**config.mk**
```make
export PLATFORM = sky130hd
export DESIGN_NAME = fifo_mem
export DESIGN_NICKNAME = d
export VERILOG_FILES = /design/src/rtl/fifo_mem_pkg.sv /design/src/rtl/lane_fifo.sv /design/src/rtl/fifo_mem.sv
export SDC_FILE = /design/constraint.sdc
export NUM_CORES = 1
export LEC_CHECK = 0
export CAP_MARGIN = 10
export CELL_PAD_IN_SITES_DETAIL_PLACEMENT = 1
export CELL_PAD_IN_SITES_GLOBAL_PLACEMENT = 2
export CORE_AREA = 2 2 69 71
export DETAILED_ROUTE_END_ITERATION = 10
export DIE_AREA = 0 0 71 73
export PLACE_DENSITY_LB_ADDON = 0.25
export SLEW_MARGIN = 20
export SYNTH_ARGS = -nofsm -noshare
export SYNTH_HDL_FRONTEND = slang
export SYNTH_SLANG_ARGS = --single-unit
```
**constraint.sdc**
```tcl
create_clock -name clk -period 1.95 [get_ports clk]
set_input_delay 0.39 -clock clk [delete_from_list [all_inputs] [get_ports clk]]
set_output_delay 0.39 -clock clk [all_outputs]
set_load 0.005 [all_outputs]
```
**src/rtl/fifo_mem_pkg.sv**
```systemverilog
// Shared constants and controller state encoding for the fifo_mem staging block.
package fifo_mem_pkg;
    localparam int DATA_W    = 32;
    localparam int N         = 5;
    localparam int MEM_WORDS = N * N;

    typedef enum logic {
        S_IDLE = 1'b0,
        S_RUN  = 1'b1
    } state_t;
endpackage

```
**src/rtl/lane_fifo.sv**
```systemverilog
// Synchronous lane FIFO with fall-through head; a push into a full FIFO is
// accepted only when a pop frees a slot in the same cycle.
module lane_fifo
#(
    parameter int DATA_W = 32,
    parameter int DEPTH  = 8
)(
    input  logic              clk,
    input  logic              rst,
    input  logic              push,
    input  logic              pop,
    input  logic [DATA_W-1:0] din,
    output logic [DATA_W-1:0] dout,
    output logic              full,
    output logic              empty
);
    import fifo_mem_pkg::*;

    localparam int PW = $clog2(DEPTH);
    localparam int CW = PW + 1;

    logic [DATA_W-1:0] store [DEPTH];
    logic [PW-1:0]     wr_ptr;
    logic [PW-1:0]     rd_ptr;
    logic [CW-1:0]     count;
    logic              do_push;
    logic              do_pop;

    assign empty   = (count == '0);
    assign full    = (count == CW'(DEPTH));
    assign do_pop  = pop && !empty;
    assign do_push = push && (!full || do_pop);
    assign dout    = store[rd_ptr];

    always_ff @(posedge clk or posedge rst) begin
        if (rst) begin
            wr_ptr <= '0;
            rd_ptr <= '0;
            count  <= '0;
        end else begin
            if (do_push) wr_ptr <= wr_ptr + 1'b1;
            if (do_pop)  rd_ptr <= rd_ptr + 1'b1;
            case ({do_push, do_pop})
                2'b10:   count <= count + 1'b1;
                2'b01:   count <= count - 1'b1;
                default: count <= count;
            endcase
        end
    end

    // Storage carries no reset; validity is tracked by the pointers alone.
    always_ff @(posedge clk) begin
        if (do_push) store[wr_ptr] <= din;
    end
endmodule

```
**src/rtl/fifo_mem.sv**
```systemverilog
// Five lane FIFOs drained row by row into a 5x5 result memory on an init pulse;
// com pulses for one cycle once the fifth row has been written.
module fifo_mem
#(
    parameter int DATA_W = fifo_mem_pkg::DATA_W,
    parameter int DEPTH  = 8,
    parameter int N      = fifo_mem_pkg::N
)(
    input  logic              init,
    output logic              com,
    input  logic              clk,
    input  logic              rst,
    input  logic [N-1:0]      wr_en,
    input  logic [7:0]        base_address,
    input  logic [DATA_W-1:0] in0,
    input  logic [DATA_W-1:0] in1,
    input  logic [DATA_W-1:0] in2,
    input  logic [DATA_W-1:0] in3,
    input  logic [DATA_W-1:0] in4
);
    import fifo_mem_pkg::*;

    localparam int AW = $clog2(MEM_WORDS);

    state_t            state;
    logic [2:0]        row;
    logic [7:0]        base_q;
    logic [7:0]        row_base;
    logic [DATA_W-1:0] mem       [MEM_WORDS];
    logic [DATA_W-1:0] lane_din  [N];
    logic [DATA_W-1:0] lane_dout [N];
    logic [7:0]        lane_addr [N];
    logic [N-1:0]      lane_full;
    logic [N-1:0]      lane_empty;
    logic [N-1:0]      lane_pop;

    assign lane_din[0] = in0;
    assign lane_din[1] = in1;
    assign lane_din[2] = in2;
    assign lane_din[3] = in3;
    assign lane_din[4] = in4;

    // Address arithmetic wraps at 8 bits; out-of-range results are dropped below.
    assign row_base = base_q + 8'(row) * 8'd5;

    always_comb begin
        for (int k = 0; k < N; k++) begin
            lane_addr[k] = row_base + 8'(k);
        end
    end

    for (genvar k = 0; k < N; k++) begin : g_lane
        assign lane_pop[k] = (state == S_RUN) && !lane_empty[k];

        lane_fifo #(
            .DATA_W (DATA_W),
            .DEPTH  (DEPTH)
        ) u_fifo (
            .clk   (clk),
            .rst   (rst),
            .push  (wr_en[k]),
            .pop   (lane_pop[k]),
            .din   (lane_din[k]),
            .dout  (lane_dout[k]),
            .full  (lane_full[k]),
            .empty (lane_empty[k])
        );
    end

    always_ff @(posedge clk or posedge rst) begin
        if (rst) begin
            state  <= S_IDLE;
            row    <= '0;
            base_q <= '0;
            com    <= 1'b0;
        end else begin
            com <= 1'b0;
            case (state)
                S_IDLE: begin
                    if (init) begin
                        state  <= S_RUN;
                        row    <= '0;
                        base_q <= base_address;
                    end
                end
                S_RUN: begin
                    row <= row + 3'd1;
                    if (row == 3'd4) begin
                        state <= S_IDLE;
                        com   <= 1'b1;
                    end
                end
                default: state <= S_IDLE;
            endcase
        end
    end

    // A popped word lands in memory on the same edge it leaves its FIFO.
    always_ff @(posedge clk or posedge rst) begin
        if (rst) begin
            for (int i = 0; i < MEM_WORDS; i++) mem[i] <= '0;
        end else begin
            for (int k = 0; k < N; k++) begin
                if (lane_pop[k] && (lane_addr[k] < 8'(MEM_WORDS)))
                    mem[lane_addr[k][AW-1:0]] <= lane_dout[k];
            end
        end
    end
endmodule

```
==> metrics.md <==
| Metric | Value |
|---|---|
| Post-synthesis mux area share | `0.06742` |
| Die Area | `5183 um^2` |
| Worst setup path class | `flop to output pin` |
| Placed cell count | `75` |
| Drt wl/cell | `5.975 um` |
| Family with the most delay on the worst path | `buffers and inverters` |
| Required @ worst endpoint | `1.56 ns` |
| Flops & latches, synth | `5` |
| Synth cell types | `11` |
| Levels on crit path | `1` |
| Initial antenna violation count | `0` |
| First-pass GRT wire length | `814 um` |
| Hold_buf cts | `0` |
| DR vias/cell | `1.785` |
| H-Tree Depth | `1` |
| Footprint of the multi-input gates | `86.33 um^2` |
| Area share of fa/ha/maj cells after synthesis | `0.1124` |
| Mapped Cells | `18` |
| Most frequent cells in the layout | `dfrtp_1 (5), inv_1 (3), clkbuf_8 (3), clkdlybuf4s50_1 (3), ha_1 (2)` |
| CTS max path bufs | `2` |
| # clock sinks | `5` |
| Pre-Repair DR Iteration Count | `2` |
| Yosys warning count | `0` |
| Cell Area, Synth | `222.7 um^2` |
| Num rows | `25` |
| Syn_area_per_cell | `12.37 um^2` |
| Worst Path Buf+Inv | `1` |
| CP Cell Sequence | `clkdlybuf4s50_1` |
| Non-filler instance count after layout | `79` |
| Post-CTS sizing | `0` |
| Clock Skews | `0.002990 ns` |
| Largest net degree at the start of global routing | `7` |
| Nets | `204` |
| # diodes | `0` |
| DR iter-0 viols | `3` |
| Syn_nets | `196` |
| FF/Latch Area | `125.1 um^2` |
| Boundary pin count | `177` |
| Setup TNS | `0 ns` |
| Via count | `141` |
| Reg2reg setup slack | `0.90 ns` |
| Final min period | `1.422 ns` |
| Synth area leader | `dfrtp_1` |
| Initial core utilization | `0.04910` |
| Arr. time, crit path | `1.03 ns` |
| Routed Antenna Nets | `0` |
| R2R Path End | `row[2]` |
| Worst skew pair latency | `0.22 ns` |
| Pwr Total | `548.5 uW` |
| Worst r2r path cells | `3` |
| Reg clk slew, reported paths | `0.04 ns` |
| Overflow after GRT | `0` |
| Status | `complete, no violations` |
| Worst-Margin Slew | `0.2148 ns` |
| Global route hottest layer | `met2` |
| Main combinational cell family by area after synthesis | `adder cells` |
| Max-slew violations | `0` |
| RD Place Congestion | `0.5904` |
| Most common cell after layout, fill and taps aside | `dfrtp_1` |
| Core Footprint | `4536 um^2` |
| Critical Path Sink Type | `output pin` |
| XOR/XNOR Fraction of Synth Area | `0.03933` |
| Synth Area in Compound Gates | `0.07303` |
| Routed WL | `472 um` |
| CTS tree | `built` |
| Max_cap viols | `0` |
| Buffers on Ports | `3` |
| Die Width | `71 um` |
| # DRC | `0` |
| Critical-path maximum fanout | `1` |
| GRT met1 Usage | `0.02579` |
| Cts bufs inserted | `3` |
| Fill count | `523` |
| Final design utilization | `0.08055` |
| Sequential share of the synthesized area | `0.5618` |
| Postcts setup bufs | `0` |
| GRT met3 Usage | `0.02486` |
| Vias in the first global route | `176` |
| Post-Synth Simple-Gate Area | `0.09551` |
| CP max-delay cell | `clkdlybuf4s50_1` |
| Hold Path Class | `input pin to async pin` |
| Met2 usage | `0.02908` |
| Top post-synthesis cells by area | `dfrtp_1 (56%), ha_1 (11%), mux2_4 (6.7%)` |
| Share of post-route cells with drive strength above 1 | `0.2400` |
| RSZ-0062 raised after global routing | `false` |
| Leakage | `0.0001565 uW` |
| Setup violations, final | `0` |
| Top cell type's share of synthesized area | `0.5618` |
| Clock Tree Root | `clkbuf_8` |
| Slew margin rel. | `0.8568` |
| FMAX | `703.0 MHz` |
| Area growth, synth to finish | `64.04%` |
| Pwr/cell area | `1501 nW/um^2` |
| Final period util | `0.7294` |
| All-layer global routing usage | `0.02309` |
| Final hold violations | `0` |
| Die height | `73 um` |
| Crit Reg-Reg Startpoint | `row[0]` |
| Worst VDD drop | `0.3055 mV` |
| CP max stage delay | `0.49 ns` |
| Startpoint Class | `flop` |
==> stage by stage <==
stage / worst slack (ns) / hold slack [ns] / area, um^2
CTS: 0.5063 / 0.3876 / 365.4
global placement: 0.6183 / 0.5305 / 320.3
detailed placement: 0.6156 / 0.5495 / 320.3
floorplan: 0.9432 / 0.1685 / 222.7
finish: 0.5276 / 0.3744 / 365.4
global route: 0.4876 / 0.3990 / 365.4
==> sequential cells by signal, indices dropped and copies added, names as in the netlist <==
register and count:
com 1, row 3, state 1
==> cell usage after synthesis, drive strengths merged <==
master and count:
dfrtp 5, inv 3, ha 2, nor2 2
a22o 1, and3 1, mux2 1, nand2 1
o31ai 1, xor2 1
==> power breakdown <==
part / switching, uW / internal (uW)
clock: 52.1 / 140
combinational: 60.1 / 94.3
sequential: 46.7 / 155
total: 159 / 390
==> logic make-up after synthesis <==
family | Yosys count
DFF | 5
and+or+nand+nor | 4
buffers and inverters | 3
AOI/OAI and AO/OA | 2
adders and majority gates | 2
xor gates and xnor gates | 1
muxes | 1
==> worst max-delay path by stage <==
| stage | startpoint | to |
|---|---|---|
| 2_1_floorplan | row[0] | row[2] |
| 3_3_place_gp | init | row[0] |
| 3_5_place_dp | init | row[0] |
| 4_1_cts | com | com |
| 5_1_grt | com | com |
| 6_report | com | com |
==> worst reg2reg max path, stage by stage (launching register included) <==
cell and delay, ns:
dfrtp_1 0.40, ha_1 0.22, xor2_1 0.14, a22o_1 0.17
==> layout make-up <==
type | count | share of cell area
Timing Repair Buffer | 3 | 0.08219
Sequential cell | 5 | 0.3425
Multi-Input combinational cell | 10 | 0.2363
Inverter | 3 | 0.03082
Clock buffer | 4 | 0.1233
Tap cell | 54 | 0.1849
==> layer usage <==
| metal | wire length [um] | part of all wire | vias up |
|---|---|---|---|
| met5 | 0 | 0 | - |
| met3 | 34 | 0.072 | 0 |
| met1 | 238 | 0.50 | 66 |
| met4 | 0 | 0 | 0 |
| li1 | - | - | 71 |
| met2 | 200 | 0.42 | 4 |
(Power assumes the default switching activity.)
